==> config.mk <==
export PLATFORM = sky130hd
export DESIGN_NAME = dds_phase_gen
export DESIGN_NICKNAME = d
export VERILOG_FILES = /design/src/rtl/dds_phase_gen.sv
export SDC_FILE = /design/constraint.sdc
export NUM_CORES = 1
export LEC_CHECK = 0
export BUFFER_PORTS_ARGS = -buffer_cell sky130_fd_sc_hd__clkbuf_2
export CAP_MARGIN = 40
export CORE_MARGIN = 3
export CORE_UTILIZATION = 55
export DETAILED_ROUTE_END_ITERATION = 10
export GPL_TIMING_DRIVEN = 0
export PLACE_DENSITY = 0.74
export SLEW_MARGIN = 20
export SYNTH_ARGS = -nofsm -noshare
export SYNTH_HDL_FRONTEND = slang
export SYNTH_SLANG_ARGS = --single-unit
==> constraint.sdc <==
create_clock -name clk -period 4 [get_ports clk]
set_clock_uncertainty 0.1 [all_clocks]
set_input_delay 0 -clock clk [delete_from_list [all_inputs] [get_ports clk]]
set_output_delay 0 -clock clk [all_outputs]
set_load 0.01 [all_outputs]
==> src/rtl/dds_phase_gen.sv <==
// Phase accumulator for a table-lookup DDS. Frequency changes made while running are deferred to
// the next accumulator wrap so the new tone starts phase-continuously at phase zero.
module dds_phase_gen #(
  parameter int unsigned ACC_W  = 24,
  parameter int unsigned L      = 256,
  parameter int unsigned ADDR_W = $clog2(L)
) (
  input  logic              clk,
  input  logic              reset,
  input  logic              start,
  input  logic              stop,
  input  logic              phase_sync,
  input  logic              freq_load,
  input  logic [ACC_W-1:0]  freq_word,
  output logic [ADDR_W-1:0] addr,
  output logic              addr_valid,
  output logic              data_valid,
  output logic              wrap,
  output logic              freq_ack,
  output logic              busy
);

  typedef enum logic [1:0] {StIdle, StRun, StStop} state_e;

  state_e           state_q;
  logic [ACC_W-1:0] acc_q;
  logic [ACC_W-1:0] active_word_q;
  logic [ACC_W-1:0] pending_word_q;
  logic             pending_flag_q;
  logic             addr_valid_q;
  logic             data_valid_q;
  logic             wrap_q;
  logic             freq_ack_q;
  logic             busy_q;

  logic [ACC_W:0]   sum;
  logic             carry;
  logic             stop_done;

  assign sum = {1'b0, acc_q} + {1'b0, active_word_q};
  // phase_sync replaces the increment, so it also suppresses the carry
  assign carry = sum[ACC_W] & ~phase_sync;
  // a zero tuning word never wraps, so a pending stop completes immediately
  assign stop_done = (state_q == StStop) && !start && (carry || (active_word_q == '0));

  always_ff @(posedge clk or posedge reset) begin
    if (reset) begin
      state_q        <= StIdle;
      acc_q          <= '0;
      active_word_q  <= '0;
      pending_word_q <= '0;
      pending_flag_q <= 1'b0;
      addr_valid_q   <= 1'b0;
      data_valid_q   <= 1'b0;
      wrap_q         <= 1'b0;
      freq_ack_q     <= 1'b0;
      busy_q         <= 1'b0;
    end else begin
      data_valid_q <= addr_valid_q;
      wrap_q       <= 1'b0;
      freq_ack_q   <= 1'b0;
      case (state_q)
        StIdle: begin
          acc_q          <= '0;
          pending_flag_q <= 1'b0;
          if (freq_load) begin
            active_word_q <= freq_word;
            freq_ack_q    <= 1'b1;
          end
          if (start) begin
            state_q      <= StRun;
            addr_valid_q <= 1'b1;
            busy_q       <= 1'b1;
          end
        end
        StRun, StStop: begin
          if (stop_done) begin
            state_q        <= StIdle;
            acc_q          <= '0;
            pending_flag_q <= 1'b0;
            addr_valid_q   <= 1'b0;
            busy_q         <= 1'b0;
            wrap_q         <= carry;
          end else begin
            acc_q        <= phase_sync ? '0 : sum[ACC_W-1:0];
            wrap_q       <= carry;
            addr_valid_q <= 1'b1;
            busy_q       <= 1'b1;
            if (carry && pending_flag_q) begin
              active_word_q  <= pending_word_q;
              freq_ack_q     <= 1'b1;
              pending_flag_q <= 1'b0;
            end
            // a load coinciding with the carry becomes the next pending word
            if (freq_load) begin
              pending_word_q <= freq_word;
              pending_flag_q <= 1'b1;
            end
            if (start) begin
              state_q <= StRun;
            end else if (stop) begin
              state_q <= StStop;
            end
          end
        end
        default: state_q <= StIdle;
      endcase
    end
  end

  assign addr       = acc_q[ACC_W-1 -: ADDR_W];
  assign addr_valid = addr_valid_q;
  assign data_valid = data_valid_q;
  assign wrap       = wrap_q;
  assign freq_ack   = freq_ack_q;
  assign busy       = busy_q;

endmodule
==> results, run 1 <==
- The flow ran to the end, and the final reports show no timing, DRC or antenna violations.
- The type of element launching the critical path is a flip-flop.
- The slew at the pin with the worst max-slew slack is 0.595 ns.
- The area share of the largest cell type after synthesis is 0.404.
- The endpoint required time on the critical path is 4.14 ns.
- By area, the combinational part of the netlist is dominated by compound AO/OA/AOI/OAI gates.
- The portion of synthesized area spent on multiplexers is 0.111.
- The first-pass GRT wire length is 19,700 um.
- The number of antenna repair diodes is 0.
- The setup slack of the worst register-to-register path is 0.31 ns.
- The number of global-route vias before repair is 4,039.
- The post-synthesis instance total is 459.
- The multi-input combinational cell area is 2650 um^2.
- The launching point of the worst reg2reg path is active_word_q[0]$_DFFE_PP0P_.
- In this run the worst path has a maximum fanout of 7.
- The final hold violation count came to 0.
- TritonCTS built the clock tree.
- Of the total power, registers draw 0.305.
- The compound-cell area share of the yosys netlist is 0.207.
- The post-synthesis cell type count is 57.
- The final routed wire length divided by cell count is 17.8 um.
- The die outline width is 100 um.
- The ratio of cells with drive above 1 in the final layout is 0.242.
- The clock passes through at most 2 buffers.
- The placeable core region is 8420 um^2.
- The capture point of the worst reg-to-reg path is pending_word_q[21]$_DFFE_PP0P_.
- The power per cell area is 860 nW/um^2.
- The top cell types in the final layout, fill and taps aside, are dfrtp_1, clkbuf_2, nand2_1.
- Counting the fill cells in the layout gives 661.
- The max-slew violation count is 0.
- The area share of fa/ha/maj cells after synthesis is 0.0732.
- Of the total power, the share spent switching nets is 0.435.
- The maximum clock rate is 271 MHz.
- The floorplan step set the die height to 100 um.
- Of the total synthesized cell area, the portion taken by AND, OR, NAND and NOR gates is 0.114.
- Counting flops and latches in the post-synthesis netlist gives 79.
- After synthesis, the cell types taking the most area are dfrtp_1, ha_1, mux2_4.
- Of the total synthesized cell area, the portion taken by XOR and XNOR cells is 0.0358.
- The buffer cell driving the clock tree root is clkbuf_8.
- The fraction of synthesis flops using an asynchronous set or reset pin is 1.00.
- The data arrival time of the critical path is 3.83 ns.
- Clock-pin slew was measured on the worst setup and hold paths at 0.09 ns.
- The share of total power dissipated in the clock network is 0.109.
- The starting density of the core is 0.581.
- The number of warnings reported in the yosys synthesis log is 0.
- The main flop type after synthesis is dfrtp_1.
- The number of antenna violations at the first check in global routing is 0.
- Summed over all instances, the cell type with the most area after synthesis is dfrtp_1.
- Summing over every cut layer, the via total after detailed routing is 3,944.
- STA classifies the critical path endpoint as a flip-flop.
- The total global routing overflow is 0.
- The highest ir drop seen on vdd is 505 uV.
- The antenna violation net count after detailed routing is 0.
- The number of nets in the layout is 603.
- After the first detailed-routing iteration, the DRC count stood at 244.
- Across every metal layer, demand over resource in global routing totals 0.247.
- The number of H-tree levels is 3.
- The number of input and output port buffers inserted is 42.
- The overall routed net length is 11,700 um.
- The period utilization is 0.922.
- Entering global routing, the biggest net connects 46 pins.
- Of the synthesized area, sequential elements account for 0.404.
- The relative max-transition margin is 0.603.
- The internal power summed over all cells is 2.80 mW.
- The number of rows in the core area is 33.
- The placer's final routability congestion estimate is 0.879.
- Of the total power, combinational logic draws 0.586.
- For the worst flop-to-flop path, the logic depth is 12.
- The number of design rule violations left after detail routing is 0.
- The number of search-and-repair iterations in the first detailed-routing pass is 4.
- The worst hold path belongs to the class input port to asynchronous set/reset pin.
- From synthesis to final layout, the design area changed by 17.7%.
- The number of CTS-inserted buffers is 9.
- The critical path is of the flip-flop to flip-flop type.
- The synthesized design contains 0 enable-type register cells.
- Setup repair after global routing left no endpoint under its margin.
- The via count normalized by instance count is 6.02.
- The mean post-synth cell area is 10.7 um^2.
- The clock latency on the worst-skew pair is 0.36 ns.
- Clock tree synthesis found a total of 79 sinks.
- In this run the post-CTS setup repair buffer count came out at 0.
- The placed wire-length estimate after detailed placement is 8320 um.
- For this design the static power due to leakage is 2.71 nW.
- The post-cts hold buffer count is 32.
- Once the clock tree was built, the resizer swapped 0 gates to a different size.
- Setup violations remaining at the end of the flow were counted as 0.
- The sequential cell area in the final layout is 1980 um^2.
- The switching power summed over all nets is 2.15 mW.
- Total power for the finished layout comes to 4.95 mW.
- The number of placed I/O pins is 43.
- For the final routed database, the setup TNS stands at 0 ns.
- The clock period could shrink to 3.69 ns.
- Leaving out fill and tap cells, the most frequent cell in the layout is dfrtp_1.
- The die covers 10,100 um^2.
- The post-synth net total is 517.
- The tool flagged a number of max-cap violations equal to 0.
- The combined area of all synthesized cells is 4890 um^2.
-- cell families after synthesis --
family                     Yosys count
muxes                               44
and+or+nand+nor                    110
DFF                                 79
xor gates and xnor gates            20
AOI/OAI and AO/OA                  127
adders and majority gates           28
buffers and inverters               51
-- sequential cells by signal (all words and copies together), names as in the netlist --
name,flops
acc_q,24
active_word_q,24
pending_word_q,24
state_q,2
busy,1
data_valid,1
freq_ack,1
pending_flag_q,1
wrap,1
-- synth_stat cells (all sizes together) (6+ instances only) --
library cell and number:
xnor2 13, nor2 14, a22o 21, clkbuf 15, a21o 11, o21ai 10, nand2 38, buf 17
a221o 22, inv 18, dfrtp 79, xor2 7, mux2i 20, a21oi 26, mux2 24, ha 27
nor4 6, nand3 22
-- how the worst max path moves through the flow --
stage / start / to / cells after the start
floorplan: active_word_q[0]$_DFFE_PP0P_ / pending_word_q[10]$_DFFE_PP0P_ / 12
finish: active_word_q[0]$_DFFE_PP0P_ / pending_word_q[21]$_DFFE_PP0P_ / 12
detailed placement: active_word_q[0]$_DFFE_PP0P_ / active_word_q[0]$_DFFE_PP0P_ / 12
CTS: active_word_q[0]$_DFFE_PP0P_ / pending_word_q[21]$_DFFE_PP0P_ / 12
global placement: active_word_q[0]$_DFFE_PP0P_ / acc_q[19]$_DFFE_PP0P_ / 12
global route: active_word_q[0]$_DFFE_PP0P_ / pending_word_q[21]$_DFFE_PP0P_ / 12
-- worst max-delay path, stage by stage, from the launching register on --
cell	delay (ns)
dfrtp_1	0.46
ha_1	0.23
inv_1	0.06
fa_1	0.37
nand2b_1	0.20
a21oi_1	0.22
o31ai_1	0.16
a21oi_2	0.23
o211ai_2	0.15
a31o_4	0.30
nand3_4	0.15
mux2_2	0.35
dlygate4sd3_1	0.57
-- per-layer routing --
metal,track usage,vias to the layer above,wire (um)
met4,0.0767,0,220
met2,0.403,108,5610
met1,0.331,1929,5240
met3,0.0514,27,607
li1,-,1880,-
met5,0,-,0
-- metrics by stage --
| step | utilization | setup WS, ns | hold WS, ns | cell area [um^2] | std cells |
|---|---|---|---|---|---|
| after floorplan | - | 1.22 | -0.0369 | 4890 | 459 |
| after global placement | 0.621 | 0.759 | 0.0936 | 5230 | 606 |
| after detailed placement | 0.625 | 0.744 | -0.0551 | 5260 | 607 |
| after CTS | 0.683 | 0.353 | 0.112 | 5750 | 655 |
| after global routing | 0.683 | 0.108 | 0.125 | 5750 | 655 |
| final | 0.683 | 0.310 | 0.0996 | 5750 | 655 |
-- power by group through the flow --
stage / Combinational, mW / Sequential (mW) / Clock, mW
finish: 2.90 / 1.51 / 0.537
global route: 3.21 / 1.56 / 0.586
CTS: 2.89 / 1.50 / 0.543
detailed placement: 2.82 / 1.51 / 0
global placement: 2.74 / 1.50 / 0
floorplan: 2.30 / 1.39 / 0
-- layout make-up --
type / instances / share of cell area
sequential: 79 / 0.344
buffer: 32 / 0.0337
multi-input combinational: 329 / 0.460
timing repair buffer: 75 / 0.0970
clock buffer: 10 / 0.0222
clock inverter: 6 / 0.00783
inverter: 19 / 0.0128
tap: 105 / 0.0228
Power figures use the tool's default switching activity.
==> inputs of run 2 (changes only) <==
Settings changed: CELL_PAD_IN_SITES_DETAIL_PLACEMENT set to 1, CELL_PAD_IN_SITES_GLOBAL_PLACEMENT set to 1, CORE_UTILIZATION 55 to 48, PLACE_DENSITY 0.74 to unset, PLACE_DENSITY_LB_ADDON set to 0.1.
==> results, run 2 (synthesis results as in run 1) <==
- The run finished with clean final reports.
- The first-pass GRT wire length is 23,100 um (+17%).
- The final routed wire length divided by cell count came to 20.7 um (+16%).
- The slew at the pin with the worst max-slew slack is 0.681 ns (+0.0861 ns).
- The via count normalized by instance count was 5.97 (-0.79%).
- The number of placed I/O pins is 43 (unchanged).
- Setup repair after global routing left no endpoint under its margin.
- The overall routed net length is 14,100 um (+21%).
- The final design instance area without fill is 5800 um^2 (+0.78%).
- The worst setup path is launched from a flip-flop.
- The standby leakage power is 2.72 nW (+0.51%).
- The internal power summed over all cells was 2.83 mW (+1.4%).
- STA classifies the critical path endpoint as a flip-flop.
- In the layout the commonest cells are dfrtp_1, clkbuf_2, nand2_1.
- For this design, the slowest cell found on the critical path is dlygate4sd3_1.
- The placeable core region came to 9820 um^2 (+17%).
- The starting density of the core was 0.498 (-0.0825).
- The endpoint required time on the critical path was 4.16 ns (+0.02 ns).
- The most critical setup path has its startpoint at active_word_q[0]$_DFFE_PP0P_.
- The total global-route track usage came to 0.259 (+0.0123).
- The number of input and output port buffers inserted was 42 (unchanged).
- The number of CTS-inserted buffers is 9 (unchanged).
- The clock-pin slew of the registers on the worst-case setup and hold paths is 0.10 ns (about the same).
- The signal on the critical path passes through ha_1 -> inv_1 -> fa_1 -> nand2b_1 -> a21oi_1 -> o31ai_1 -> a21oi_2 -> o211ai_2 -> a31o_4 -> nand3_4 -> mux2_2 -> dlygate4sd3_1.
- The number of antenna violations at the first check in global routing was 0 (unchanged).
- The period utilization is 0.923 (about the same).
- Grouping stages by cell kind, the critical path spends the most delay in compound AO/OA/AOI/OAI gates.
- The launching point of the worst reg2reg path is active_word_q[0]$_DFFE_PP0P_.
- The number of design rule violations left after detail routing is 0 (unchanged).
- The die outline width was 107 um (+6.6%).
- The ratio of cells with drive above 1 in the final layout came to 0.244 (+0.00182).
- The max-slew violation count is 0 (unchanged).
- The final total power is 5.15 mW (+4.2%).
- The count of endpoints failing setup in the final report came to 0 (unchanged).
- The number of DRC markers after the initial detailed-route iteration was 170 (-30%).
- The type of the tightest min-delay check is input port to asynchronous set/reset pin.
- The total placed instance area is 5290 um^2 (+0.52%).
- The switching power summed over all nets is 2.32 mW (+7.8%).
- The shortest clock period the worst path allows after layout is 3.69 ns (+0.00171 ns).
- The largest registers in the layout are acc_q: 24 flops, active_word_q: 24 flops, pending_word_q: 24 flops.
- The maximum clock rate is 271 MHz (about the same).
- The proportion of power drawn by flip-flops and latches was 0.294 (-0.011).
- The antenna violation net count after detailed routing is 0 (unchanged).
- The number of nets in the layout is 603 (unchanged).
- The highest ir drop seen on vdd was 444 uV (-12%).
- The number of global-route vias before repair came to 4,359 (+7.9%).
- The sum of buffers and inverters on the critical path is 2 (unchanged).
- The height of the die came to 107 um (+6.6%).
- The buffers inserted during post-CTS setup optimization is 0 (unchanged).
- The clock tree buffer depth was 2 (unchanged).
- The power per cell area is 889 nW/um^2 (+3.4%).
- The pre-CTS setup slack came to 0.685 ns (-0.0584 ns).
- The final-layout setup total negative slack came to 0 ns (unchanged).
- The number of search-and-repair iterations in the first detailed-routing pass is 4 (unchanged).
- The worst-case setup margin in the final layout is 0.308 ns (-0.00171 ns).
- The leading cell type in the layout, fill and taps excluded is dfrtp_1.
- The switching power as a share of total power was 0.450 (+0.0151).
- The number of rows in the core area is 36 (+9.1%).
- The vias after detailed routing is 4,080 (+3.4%).
- The number of violations of the max-capacitance limit is 0 (unchanged).
- The buffer cell driving the clock tree root is clkbuf_8.
- The area enclosed by the die boundary was 11,400 um^2 (+14%).
- By startpoint and endpoint, the worst setup path is classified as flip-flop to flip-flop.
- The portion of total power attributed to the clock network is 0.118 (+0.009).
- The clock latency on the worst-skew pair is 0.37 ns (about the same).
- TritonCTS built the clock tree.
- The number of antenna repair diodes is 0 (unchanged).
- The highest fanout seen on the critical path is 7 (unchanged).
- The placer's final routability congestion estimate is 0.828 (-5.8%).
- The maximum number of pins on one net before global-route repair was 42 (-8.7%).
- The total global routing overflow is 0 (unchanged).
- The number of clock sinks seen by CTS came to 79 (unchanged).
- The number of H-tree levels is 3 (unchanged).
- The relative max-transition margin is 0.546 (-0.0574).
- The stage delay of the slowest cell on the critical path came to 0.56 ns (about the same).
- The placed wire-length estimate after detailed placement is 9750 um (+17%).
- The fraction of power consumed by combinational cells is 0.588 (+0.002).
- Compared with the post-synthesis result, the final layout area differs by 18.6%.
- The data arrival time of the critical path came to 3.86 ns (+0.03 ns).
- The final hold violation count was 0 (unchanged).
[run 2: cell types whose count changed in the layout (fill, tap and decap cells not counted), sizes merged]
cell	before	now
clkinv	2	3
clkinvlp	3	1
clkbuf	67	68
[run 2: what timing repair did]
item / 4_1_cts / 5_1_grt
gates resized for setup: 0 / 0
endpoints found under the hold margin: 94 / 0
hold buffers: 32 / 0
endpoints found under the setup margin: 0 / 0
[run 2: power by group through the flow]
stage,Clock [mW],Sequential (mW),Combinational [mW]
after floorplan,0,1.39,2.30
after global placement,0,1.50,2.83
after detailed placement,0,1.52,2.95
after CTS,0.614,1.51,3.02
after global routing,0.647,1.56,3.33
final,0.608,1.52,3.03
[run 2: path summary, 6_finish.rpt]
path | endpoint | slack (ns) | depth (start not counted)
setup / recovery | pending_word_q[19]$_DFFE_PP0P_ | 0.31 | 12
hold / removal | data_valid$_DFF_PP0_ | 0.14 | 3
setup reg to reg | pending_word_q[19]$_DFFE_PP0P_ | 0.31 | 12
hold reg to reg | data_valid$_DFF_PP0_ | 0.35 | 0
max in group asynchronous | active_word_q[3]$_DFFE_PP0P_ | 3.04 | 4
min in group clk | active_word_q[12]$_DFFE_PP0P_ | 0.32 | 3
[run 2: per-stage QoR]
step / utilization / instances / hold slack, ns
after global routing: 0.591 / 683 / 0.180
after detailed placement: 0.539 / 635 / -0.0148
after floorplan: - / 459 / -0.0369
after CTS: 0.591 / 683 / 0.137
final: 0.591 / 683 / 0.140
after global placement: 0.536 / 634 / 0.0952
[run 2: layer usage]
metal	part of all wire	GRT usage
met1	0.44	0.345
met2	0.50	0.432
met3	0.036	0.0391
met4	0.021	0.0904
met5	0	0
[run 2: final cells by class]
type / count / area (um^2)
Tap cell: 133 / 166
Clock buffer: 11 / 151
Multi-Input combinational cell: 329 / 2650
Buffer: 32 / 194
Sequential cell: 79 / 1980
Inverter: 19 / 73.8
Fill cell: 1126 / 4020
Timing Repair Buffer: 75 / 551
Clock inverter: 5 / 38.8
[run 2: worst register-to-register path, cell delays in order (launching register included)]
cell and delay, ns:
dfrtp_1 0.42, ha_1 0.22, inv_1 0.07, fa_1 0.38, nand2b_1 0.20, a21oi_1 0.24, o31ai_1 0.17, a21oi_2 0.25
o211ai_2 0.16, a31o_4 0.30, nand3_4 0.16, mux2_2 0.36, dlygate4sd3_1 0.56
==> inputs of run 3 (changes only) <==
Settings changed: BUFFER_PORTS_ARGS -buffer_cell sky130_fd_sc_hd__clkbuf_2 to -buffer_cell sky130_fd_sc_hd__buf_4, CORE_ASPECT_RATIO set to 0.5.
==> results, run 3 (synthesis results as in run 1) <==
- The flow ran to the end, and the final reports show no timing, DRC or antenna violations.
- The number of placed I/O pins is 43 (unchanged).
- The number of global-route vias before repair is 4,298 (-1.4%).
- The shortest clock period the worst path allows after layout is 3.46 ns (-0.228 ns).
- The met1 demand-to-capacity share in global routing came to 0.373 (+0.0274).
- The clock latency on the worst-skew pair is 0.34 ns (-0.03 ns).
- The highest ir drop seen on vdd came to 368 uV (-17%).
- The count of instances resized after the clock tree is built came to 0 (unchanged).
- The slew at the pin with the worst max-slew slack is 0.738 ns (+0.0567 ns).
- The vias after detailed routing is 4,034 (-1.1%).
- The routing usage on met3 is 0.0490 (+0.00988).
- The area enclosed by the die boundary came to 11,500 um^2 (+0.64%).
- The relative max-transition margin was 0.508 (-0.0378).
- The number of H-tree levels came to 3 (unchanged).
- The layer with the highest usage is met2.
- The number of CTS-inserted buffers is 9 (unchanged).
- The setup slack of the worst register-to-register path was 0.54 ns (+0.23 ns).
- The height of the die is 77.4 um (-28%).
- The count of endpoints failing setup in the final report is 0 (unchanged).
- The number of antenna violations at the first check in global routing is 0 (unchanged).
- The placer's final routability congestion estimate is 0.840 (+1.4%).
- The met2 track demand over resource was 0.420 (-0.0120).
- The total global-route track usage came to 0.259 (about the same).
- The largest registers in the layout are acc_q: 24 flops, active_word_q: 24 flops, pending_word_q: 24 flops.
- The clock-pin slew of the registers on the worst-case setup and hold paths is 0.07 ns (-0.03 ns).
- The number of fill cells in the layout is 1,040 (-7.6%).
- The highest fanout seen on the critical path came to 7 (unchanged).
- The period utilization came to 0.866 (-0.0571).
- The final design instance area without fill is 6040 um^2 (+4.2%).
- The final routed wire length divided by cell count was 20.7 um (about the same).
- The number of nets in the layout is 601 (-0.33%).
- The clock tree buffer depth was 2 (unchanged).
- The type of the tightest min-delay check is input port to asynchronous set/reset pin.
- The worst setup path is captured at a flip-flop.
- The ratio of cells with drive above 1 in the final layout is 0.241 (-0.00276).
- The total placed instance area came to 5400 um^2 (+2.2%).
- The starting density of the core is 0.506 (+0.00793).
- The overall routed net length is 14,100 um (about the same).
- The data arrival time of the critical path was 3.64 ns (-0.22 ns).
- The number of violations of the max-capacitance limit came to 0 (unchanged).
- The CTS tree is yes.
- The total global routing overflow is 0 (unchanged).
- The number of design rule violations left after detail routing is 0 (unchanged).
- The standby leakage power came to 2.81 nW (+3.2%).
- The leading cell type in the layout, fill and taps excluded is dfrtp_1.
- The type of the worst setup path is flip-flop to flip-flop.
- The via count normalized by instance count is 5.91 (-1.1%).
- The final core utilization is 0.625 (+0.0346).
- The final hold violation count is 0 (unchanged).
- Setup repair after global routing left no endpoint under its margin.
- The endpoint required time on the critical path came to 4.18 ns (+0.02 ns).
- STA classifies the critical path startpoint as a flip-flop.
- The first-pass GRT wire length came to 23,400 um (+1.5%).
- The number of input and output port buffers inserted is 42 (unchanged).
- The number of clock sinks seen by CTS came to 79 (unchanged).
- The maximum number of pins on one net before global-route repair is 49 (+17%).
- The placed wire-length estimate after detailed placement is 10000 um (+2.5%).
- The number of search-and-repair iterations in the first detailed-routing pass came to 4 (unchanged).
- The antenna violation net count after detailed routing came to 0 (unchanged).
- The number of antenna repair diodes is 0 (unchanged).
- The final-layout setup total negative slack was 0 ns (unchanged).
- The power per cell area is 917 nW/um^2 (+3.2%).
- The placeable core region came to 9670 um^2 (-1.6%).
- The number of rows in the core area is 25 (-31%).
- In the layout the commonest cells are dfrtp_1, buf_4, nand2_1.
- The die outline width is 149 um (+39%).
- The max-slew violation count came to 0 (unchanged).
- The maximum clock rate is 289 MHz (+6.6%).
- The signed area change from the synthesized netlist to the final layout is 23.6%.
- The number of DRC markers after the initial detailed-route iteration is 203 (+19%).
- The cell sitting at the root of the clock tree is a clkbuf_16.
==> run 3: cell count changes in the layout (fill, tap and decap cells not counted), sizes merged <==
cell	change
buf	+42
clkinv	-1
bufinv	+3
clkbuf	-42
dlygate4sd3	-2
inv	-2
==> run 3: area by class of cell <==
type / count / area (um^2) / area share
plain buffers: 32 / 194 / 0.0321
clock buffers: 11 / 233 / 0.0385
clock inverters: 5 / 106 / 0.0176
inverters: 19 / 73.8 / 0.0122
multi-input cells: 329 / 2650 / 0.438
flip-flops and latches: 79 / 1980 / 0.327
well taps: 135 / 169 / 0.0280
repair buffers: 73 / 643 / 0.106
==> run 3: path summary, 6_finish.rpt <==
check | endpoint | from | depth (start not counted)
max in group asynchronous | pending_word_q[14]$_DFFE_PP0P_ | reset | 4
worst min-delay path | pending_word_q[6]$_DFFE_PP0P_ | reset | 3
worst max-delay path | state_q[1]$_DFFE_PP0P_ | active_word_q[0]$_DFFE_PP0P_ | 12
worst max register to register | state_q[1]$_DFFE_PP0P_ | active_word_q[0]$_DFFE_PP0P_ | 12
min in group clk | state_q[0]$_DFFE_PP0P_ | start | 3
worst min register to register | data_valid$_DFF_PP0_ | busy$_DFFE_PP0P_ | 0
==> run 3: timing repair <==
item,CTS,global route
hold buffers,30,0
setup buffers,0,0
endpoints found under the hold margin,130,0
==> run 3: through the flow <==
stage / power, mW / hold slack [ns] / setup WS [ns] / instances
after CTS: 5.54 / 0.142 / 0.611 / 683
after detailed placement: 4.51 / -0.0489 / 0.667 / 637
after global placement: 4.39 / 0.0749 / 0.688 / 636
final: 5.54 / 0.130 / 0.537 / 683
after global routing: 5.94 / 0.160 / 0.323 / 683
after floorplan: 3.69 / -0.0369 / 1.22 / 459
==> run 3: critical path, cell delays in order, from the launching register on <==
cell           delay, ns
dfrtp_1             0.43
ha_1                0.24
inv_1               0.08
fa_1                0.18
nand2b_1            0.17
a21oi_1             0.11
o31ai_1             0.53
a21oi_2             0.14
o211ai_2            0.32
a31o_4              0.28
o211ai_1            0.10
a21oi_1             0.16
dlygate4sd3_1       0.55
==> run 3: per-layer routing <==
layer | wire [um] | vias to the layer above | part of all wire
met5 | 0 | - | 0
met4 | 74 | 0 | 0.0052
met3 | 748 | 9 | 0.053
met2 | 6620 | 82 | 0.47
met1 | 6700 | 2059 | 0.47
li1 | - | 1884 | -
==> run 3: power breakdown <==
group / switching (mW) / internal, mW / total [mW]
Combinational: 1.65 / 1.42 / 3.07
Clock: 0.351 / 0.612 / 0.963
Sequential: 0.338 / 1.17 / 1.51
Total: 2.34 / 3.21 / 5.54
